[config.mk]
export PLATFORM = sky130hd
export DESIGN_NAME = free_list
export DESIGN_NICKNAME = d
export VERILOG_FILES = /design/src/rtl/free_list.sv
export SDC_FILE = /design/constraint.sdc
export NUM_CORES = 1
export LEC_CHECK = 0
export BUFFER_PORTS_ARGS = -buffer_cell sky130_fd_sc_hd__buf_2
export CAP_MARGIN = 20
export CELL_PAD_IN_SITES_DETAIL_PLACEMENT = 1
export CELL_PAD_IN_SITES_GLOBAL_PLACEMENT = 1
export CORE_MARGIN = 8
export CORE_UTILIZATION = 54
export DETAILED_ROUTE_END_ITERATION = 8
export GPL_TIMING_DRIVEN = 0
export PLACE_DENSITY = 0.81
export SLEW_MARGIN = 40
export SYNTH_ARGS = -nofsm -noshare
export SYNTH_HDL_FRONTEND = slang
export SYNTH_SLANG_ARGS = --single-unit
[constraint.sdc]
create_clock -name clk -period 6.8 [get_ports clk]
set_clock_uncertainty 0.15 [all_clocks]
set_input_delay 0.34 -clock clk [delete_from_list [all_inputs] [get_ports clk]]
set_output_delay 0.34 -clock clk [all_outputs]
set_load 0.05 [all_outputs]
[src/rtl/free_list.sv]
// Physical register free list: circular buffer of PREGS-AREGS IDs with one head checkpoint.
// Define FREE_LIST_BYPASS_EN to let a freed register be offered in the same cycle when the list is empty.
module free_list #(
   parameter int PREGS = 128,
   parameter int AREGS = 32,
   parameter int PW    = 7
) (
   input  logic          clk,
   input  logic          reset,
   output logic          alloc_valid,
   output logic [PW-1:0] alloc_preg,
   input  logic          alloc_ready,
   input  logic          free_valid,
   input  logic [PW-1:0] free_preg,
   input  logic          ckpt_save,
   input  logic          recover,
   output logic [PW:0]   free_count,
   output logic          err_overflow
);

   localparam int DEPTH = PREGS - AREGS;
   localparam int IW    = (DEPTH > 1) ? $clog2(DEPTH) : 1;

   logic [PW-1:0] fl_buf [DEPTH];
   // pointers are {phase, index}
   logic [IW:0]   head_q, tail_q, ckpt_q;
   logic [IW:0]   head_alloc;
   logic          bypass, do_alloc, do_free, full, empty;

   function automatic logic [IW:0] ptr_inc(input logic [IW:0] p);
      if (p[IW-1:0] == IW'(DEPTH - 1))
         return {~p[IW], {IW{1'b0}}};
      else
         return {p[IW], p[IW-1:0] + IW'(1)};
   endfunction

   always_comb begin
      free_count = '0;
      if (tail_q[IW] != head_q[IW] && tail_q[IW-1:0] == head_q[IW-1:0])
         free_count = (PW+1)'(DEPTH);
      else if (tail_q[IW-1:0] >= head_q[IW-1:0])
         free_count = (PW+1)'(tail_q[IW-1:0] - head_q[IW-1:0]);
      else
         free_count = (PW+1)'(DEPTH - int'(head_q[IW-1:0]) + int'(tail_q[IW-1:0]));
   end

   assign empty = (free_count == '0);
   assign full  = (free_count == (PW+1)'(DEPTH));

`ifdef FREE_LIST_BYPASS_EN
   assign bypass = empty && free_valid;
`else
   assign bypass = 1'b0;
`endif

   assign alloc_valid = !empty || bypass;
   assign alloc_preg  = bypass ? free_preg : fl_buf[head_q[IW-1:0]];

   // a bypassed register goes straight to rename and never touches the buffer
   assign do_alloc   = alloc_valid && alloc_ready && !recover && !bypass;
   assign do_free    = free_valid && !bypass && (!full || do_alloc);
   assign head_alloc = do_alloc ? ptr_inc(head_q) : head_q;

   always_ff @(posedge clk) begin
      if (!reset) begin
         for (int i = 0; i < DEPTH; i++)
            fl_buf[i] <= PW'(AREGS + i);
         head_q       <= '0;
         tail_q       <= {1'b1, {IW{1'b0}}};
         ckpt_q       <= '0;
         err_overflow <= 1'b0;
      end else begin
         if (do_free) begin
            fl_buf[tail_q[IW-1:0]] <= free_preg;
            tail_q                 <= ptr_inc(tail_q);
         end
         if (free_valid && !bypass && !do_free)
            err_overflow <= 1'b1;
         if (recover) begin
            head_q <= ckpt_q;
         end else begin
            head_q <= head_alloc;
            if (ckpt_save)
               ckpt_q <= head_alloc;
         end
      end
   end

endmodule

==> metrics.csv, run 1 <==
metric;value;unit
Syn Inst Count;2685;
# IOs;30;
DRC;0;
Congestion Overflow GR;0;
Worst Hold Class;input port to flop;
initial antenna violation count;7;
Die Span X;290;um
core area;74400;um2
worst skew pair latency;0.69;ns
RSZ-0062 raised after global routing;yes;
Period Utilization, post-route;99.3;%
crit path capture type;flop;
fin nets;2859;
pre-CTS setup slack;-0.860;ns
Vias/cell;7.03;
clock tree sinks;921;
Detail Route Antenna Nets;0;
Placed Instances;3691;
final std cells w/o fill;3878;
Mapped Area;40700;um2
worst vdd ir;0.000224;V
First-pass DRT Iterations;7;
Final Setup Violations;0;
HPWL after DPL;100;mm
WL final;146;mm
max_slew headroom;37.3;%
area of the multi-input gates;12600;um2
Synth Flop Type;edfxtp_1;
final-layout fill cell count;6711;
Reg area;27400;um2
max-slew violations;0;
Initial DRC Count;4283;
Yosys cell types;57;
register bit total from synthesis;921;
starting density of the core;54.6;%
area growth from synthesis to layout;12.7;%
Synth top cells by count;edfxtp_1, nand2_1, nor2_1, mux4_2, o21ai_0;
Placer Congestion;0.973;
Synth top area share;66.2;%
Hold Fails Final Rpt;0;
leak pwr;13.2;nW
startpoint class of the critical path;flop;
CTS Buf Count;95;
Crit Path Class;flop to flop;
Net Count, Synth;2720;
CP arrival;6.89;ns
first-pass GRT wire length;206;mm
Tmin final;6.75;ns
Fmax;0.148;GHz
worst setup margin;0.0476;ns
Post-synth EDFFs;896;
routed length per instance;37.8;um
sequential area share after synthesis;67.4;%
Yosys top cell by area;edfxtp_1;
clk slew on worst S/H paths;0.07;ns
die height;290;um
share of layout cells above drive strength 1;24.5;%
CTS tree;built;
vias in the first global route;28100;
Max Cap Viol;0;
Synth async-reset ratio;0;%
Buffers on Ports;29;
Total Die Area;84300;um2
Critical Path Fanout Max;10;
leading post-synthesis cells by cell area;edfxtp_1, mux4_2, nand2_1;
H-tree depth;3;
Worst-Margin Slew;0.934;ns
Cell Pwr Density;282;nW/um2
Worst Path Required;6.94;ns
top-count cell post-synth;edfxtp_1;
clk root buf;clkbuf_16;
largest net degree at the start of global routing;39;
num rows;100;
status;finished, final reports clean;
Max clock buf depth;3;
vias;27200;
total track usage;34.2;%
final cell utilization of the core;61.5;%
synthesis warning total;0;
Mean Syn Cell Area;15.1;um2
==> cell type report <==
class	count	share of cell area [%]
plain buffers	202	2.26
well taps	969	2.65
flip-flops and latches	921	59.8
clock buffers	120	5.53
inverters	31	0.254
multi-input cells	1530	27.5
repair buffers	43	0.694
diodes	4	0.0219
clock inverters	58	1.29
==> cells in the final DEF, fill, tap and decap left out, types with 24 or more instances in the layout <==
cell type / instances
o21ai_0: 30
buf_2: 84
nor2_1: 427
mux4_2: 294
nand2_1: 484
edfxtp_1: 896
o21ai_2: 67
clkbuf_2: 56
clkbuf_16: 97
inv_1: 27
clkbuf_1: 82
dfxtp_1: 25
buf_4: 24
==> flip-flops by register name (all words and copies together) (netlist names) <==
signal        count
ckpt_q            8
err_overflow      1
fl_buf          896
head_q            8
tail_q            8
==> worst max-delay path, stage by stage (launching register included) <==
cell      delay, ns
dfxtp_1        0.55
clkinv_1       0.35
clkbuf_2       0.48
clkbuf_2       0.44
ha_1           0.35
inv_1          0.08
fa_1           0.49
nor2b_1        0.19
a211oi_1       0.31
mux2i_1        0.23
a21oi_1        0.10
a31oi_2        0.44
o41a_1         0.38
buf_2          0.28
nand3_1        0.21
clkbuf_2       0.51
o21ai_1        0.79
==> path summary, 6_finish.rpt <==
| path | from | endpoint | slack (ns) | depth (start not counted) |
|---|---|---|---|---|
| max | head_q[3] | fl_buf[18][4] | 0.05 | 16 |
| min | free_preg[4] | fl_buf[119][4] | 0.02 | 1 |
| min reg2reg | err_overflow | err_overflow | 0.33 | 2 |
| max reg2reg | head_q[3] | fl_buf[18][4] | 0.05 | 16 |
==> per-layer routing <==
layer / up-vias / global-route usage [%] / wire length [um] / part of all wire (%)
met5: - / 0 / 55 / 0.038
li1: 10400 / - / - / -
met2: 2257 / 53.4 / 67500 / 46
met3: 525 / 10.2 / 19700 / 13
met4: 8 / 17.5 / 8830 / 6.0
met1: 14000 / 43.5 / 50400 / 34
==> repair_timing <==
item	4_1_cts	5_1_grt
hold endpoints to repair	7	0
pin swaps	0	0
gates resized for setup	33	13
buffers inserted	0	0
hold buffers	4	0
setup endpoints to repair	1235	519
==> per-stage QoR <==
stage / cell area (um2) / power [mW] / hold slack [ns] / setup TNS (ns)
floorplan: 40700 / 7.12 / 0.289 / 0
global placement: 42000 / 7.56 / 0.316 / -636.07
detailed placement: 42300 / 7.62 / 0.316 / -519.86
CTS: 45600 / 12.8 / 0.0773 / 0
global route: 45800 / 13.1 / 0.0251 / -0.419
finish: 45800 / 12.9 / 0.0158 / 0
==> power breakdown <==
part           switching, mW  internal [mW]  leakage, nW
Sequential            0.0322           6.28         7.85
Combinational          0.859          0.387         3.84
Clock                   2.32           3.03         1.52
Total                   3.21           9.70         13.2
==> cells by family (layout without fill, tap and decap cells) <==
group | after synthesis | in the layout | synth area share (%)
fa+ha+maj | 22 | 22 | 0.769
buf+inv | 234 | 454 | 2.60
simple gates | 1010 | 1010 | 9.96
xor+xnor | 5 | 5 | 0.108
flops | 921 | 921 | 67.4
compound gates | 195 | 195 | 2.78
mux | 298 | 298 | 16.4
other cells | 0 | 4 | 0
(Power assumes the default switching activity.)
==> run 2, diff against run 1 <==
CELL_PAD_IN_SITES_DETAIL_PLACEMENT = unset   (was 1)
CELL_PAD_IN_SITES_GLOBAL_PLACEMENT = unset   (was 1)
CORE_UTILIZATION = 63   (was 54)
GPL_ROUTABILITY_DRIVEN = 0   (was unset)
PLACE_DENSITY = 0.79   (was 0.81)
==> run 2 against run 1 <==
Compared with the run above: the run now ends with design-rule violations, negative setup slack left; critical endpoint is now fl_buf[72][3]; worst setup slack got worse by 0.11 ns; combinational power fell by 4%; critical path depth rose by 1; sequential cell count did not move; sequential share of layout area rose by 0.54 points; design area fell by 0.90%; clock power fell by 3%; register-to-register slack got worse by 0.11 ns; sequential power barely moved; power fell by 1.5%.
==> metrics.csv, run 2 (synthesis results as in run 1) <==
metric;value;unit;change
combinational power share;9.4;%;-0.2 points
fin nets;2847;;-0.42%
starting density of the core;63.4;%;+8.8 points
crit path capture type;flop;;
max_slew headroom;27.8;%;-9.4 points
clk slew on worst S/H paths;0.06;ns;about the same
vias in the first global route;27100;;-3.6%
leak pwr;13.1;nW;-1.2%
status;complete, but fails checks;;
CTS Buf Count;89;;-6.3%
Die Span X;270;um;-7.0%
clock tree sinks;921;;unchanged
Psw;3.13;mW;-2.5%
Largest register FFs;896;;unchanged
CTS tree;built;;
Fmax;0.146;GHz;-1.6%
share of layout cells above drive strength 1;23.3;%;-1.2 points
Vias/cell;7.33;;+4.4%
CP arrival;7.03;ns;+0.14 ns
Top delay family on crit path;buffers and inverters;;
die height;270;um;-7.0%
WL final;132;mm;-10%
Worst Hold Class;input port to flop;;
Max clock buf depth;3;;unchanged
Worst-Margin Slew;1.08;ns;+0.148 ns
Buffers on Ports;29;;unchanged
CP bufs+invs;6;;unchanged
Crit Reg-Reg Startpoint;head_q[1];;
H-tree depth;3;;unchanged
hold depth;3;;+2
area growth from synthesis to layout;11.7;%;
Detail Route Antenna Nets;0;;unchanged
startpoint class of the critical path;flop;;
Initial DRC Count;5542;;+29%
Clk pwr share;40.9;%;-0.5 points
cell breakdown of the critical path;clkbuf_2 -> clkbuf_2 -> clkbuf_2 -> inv_1 -> ha_1 -> ha_1 -> fa_1 -> nand2b_1 -> a21oi_1 -> a21oi_1 -> mux2i_1 -> a31oi_1 -> o41a_1 -> buf_2 -> nand3_1 -> clkbuf_2 -> o21ai_2;;
DRC;2;;+2
initial antenna violation count;6;;-1
Period Utilization, post-route;101;%;+1.7 points
Slowest-stage cell, CP;o21ai_2;;
cell-internal power;9.59;mW;-1.1%
commonest non-fill, non-tap cells in the layout;edfxtp_1, nand2_1, nor2_1;;
routed length per instance;35.1;um;-6.9%
num rows;93;;-7.0%
commonest non-fill, non-tap cell in the layout;edfxtp_1;;
switching share of power;24.6;%;-0.26 points
worst setup margin;-0.0647;ns;-0.112 ns
total track usage;35.3;%;+1.2 points
failing checks;design-rule violations, negative setup slack;;
Setup Total Neg Slack;-1.60;ns;-1.60 ns
Total Die Area;72900;um2;-14%
largest net degree at the start of global routing;39;;unchanged
Worst Path Required;6.97;ns;+0.03 ns
pre-CTS setup slack;-0.573;ns;+0.287 ns
Final Setup Violations;57;;+57
max-slew violations;0;;unchanged
RSZ-0062 raised after global routing;yes;;
Hold Path End;tail_q[6];;
clk root buf;clkbuf_16;;
placed cell area;42100;um2;-0.55%
post-route cell area;45400;um2;-0.90%
first-pass GRT wire length;185;mm;-10%
Total Power;12.7;mW;-1.5%
worst vdd ir;0.000202;V;-9.5%
reg2reg setup slack;-0.06;ns;-0.11 ns
Seq pwr share;49.6;%;+0.7 points
Crit Path Class;flop to flop;;
worst r2r dst;fl_buf[72][3];;
Critical Path Fanout Max;10;;unchanged
worst skew pair latency;0.69;ns;about the same
Most common cell on crit path;clkbuf_2;;
core area;64100;um2;-14%
Congestion Overflow GR;0;;unchanged
Tmin final;6.86;ns;+0.112 ns
hold path startpoint;reset;;
Max Cap Viol;0;;unchanged
cells on worst reg2reg path;17;;+1
Cell Pwr Density;280;nW/um2;-0.56%
slowest stage delay, CP;0.68;ns;-0.11 ns
# IOs;30;;unchanged
First-pass DRT Iterations;9;;+2
vias;27500;;+0.91%
Hold Fails Final Rpt;0;;unchanged
Biggest register;fl_buf;;
HPWL after DPL;87.2;mm;-13%
final hold slack;0.0116;ns;-0.00421 ns
## run 2: cell types whose count changed in the layout (fill, tap and decap cells not counted), moves of 4 or more
| cell | previous run | this run |
|---|---|---|
| buf_4 | 24 | 18 |
| clkbuf_1 | 82 | 86 |
| o21ai_4 | 8 | 2 |
| nor2_1 | 427 | 422 |
| clkbuf_2 | 56 | 52 |
| clkbuf_16 | 97 | 89 |
| o21ai_1 | 22 | 47 |
| o21ai_2 | 67 | 48 |
| clkinv_2 | 20 | 14 |
| nor2_2 | 3 | 8 |
## run 2: layout make-up
| cell class | count | area [um2] |
|---|---|---|
| sequential | 921 | 27400 |
| fill | 3825 | 18700 |
| multi-input combinational | 1530 | 12500 |
| clock buffer | 111 | 2340 |
| tap | 855 | 1070 |
| buffer | 203 | 1030 |
| clock inverter | 56 | 676 |
| timing repair buffer | 36 | 275 |
| inverter | 31 | 116 |
| antenna | 7 | 17.5 |
## run 2: timing repair
item	in CTS	in global routing
endpoints found under the setup margin	758	439
hold buffers	4	0
hold endpoints to repair	6	0
resized for setup	32	9
setup buffers	0	0
## run 2: metal layers
layer,part of all wire (%),track usage [%],vias up
met4,9.0,24.3,2
met3,16,13.6,818
met2,45,53.1,2968
met1,30,42.2,13300
li1,-,-,10400
met5,0.0091,0.0674,-
## run 2: power by group through the flow
| stage | clock network [mW] | registers [mW] | logic (mW) |
|---|---|---|---|
| floorplan | 0 | 6.42 | 0.704 |
| global placement | 0 | 6.43 | 1.08 |
| detailed placement | 0 | 6.43 | 1.12 |
| CTS | 5.14 | 6.31 | 1.14 |
| global route | 5.34 | 6.32 | 1.21 |
| finish | 5.21 | 6.31 | 1.20 |
## run 2: worst register-to-register path: cells and delay by family (launching register included)
family	cells	cell delay (ns)
AOI/OAI and AO/OA	5	1.98
adders and majority gates	3	1.10
muxes	1	0.12
and+or+nand+nor	2	0.48
buffers and inverters	6	2.14
DFF	1	0.53
## run 2: worst max path at each step
stage / start / endpoint / slack [ns] / cells past startpoint
finish: head_q[1] / fl_buf[72][3] / -0.06 / 17
global route: head_q[1] / fl_buf[24][2] / -0.04 / 17
CTS: head_q[1] / fl_buf[52][4] / 0.18 / 17
detailed placement: head_q[1] / fl_buf[8][2] / -0.57 / 17
global placement: head_q[1] / fl_buf[10][0] / -0.63 / 17
floorplan: head_q[1] / fl_buf[29][0] / 0.79 / 16
## run 2: stage by stage
stage          instances  util [%]
4_1_cts             3743      70.6
3_3_place_gp        3569      65.3
5_1_grt             3743      70.8
2_1_floorplan       2685         -
6_report            3750      70.8
3_5_place_dp        3572      65.6
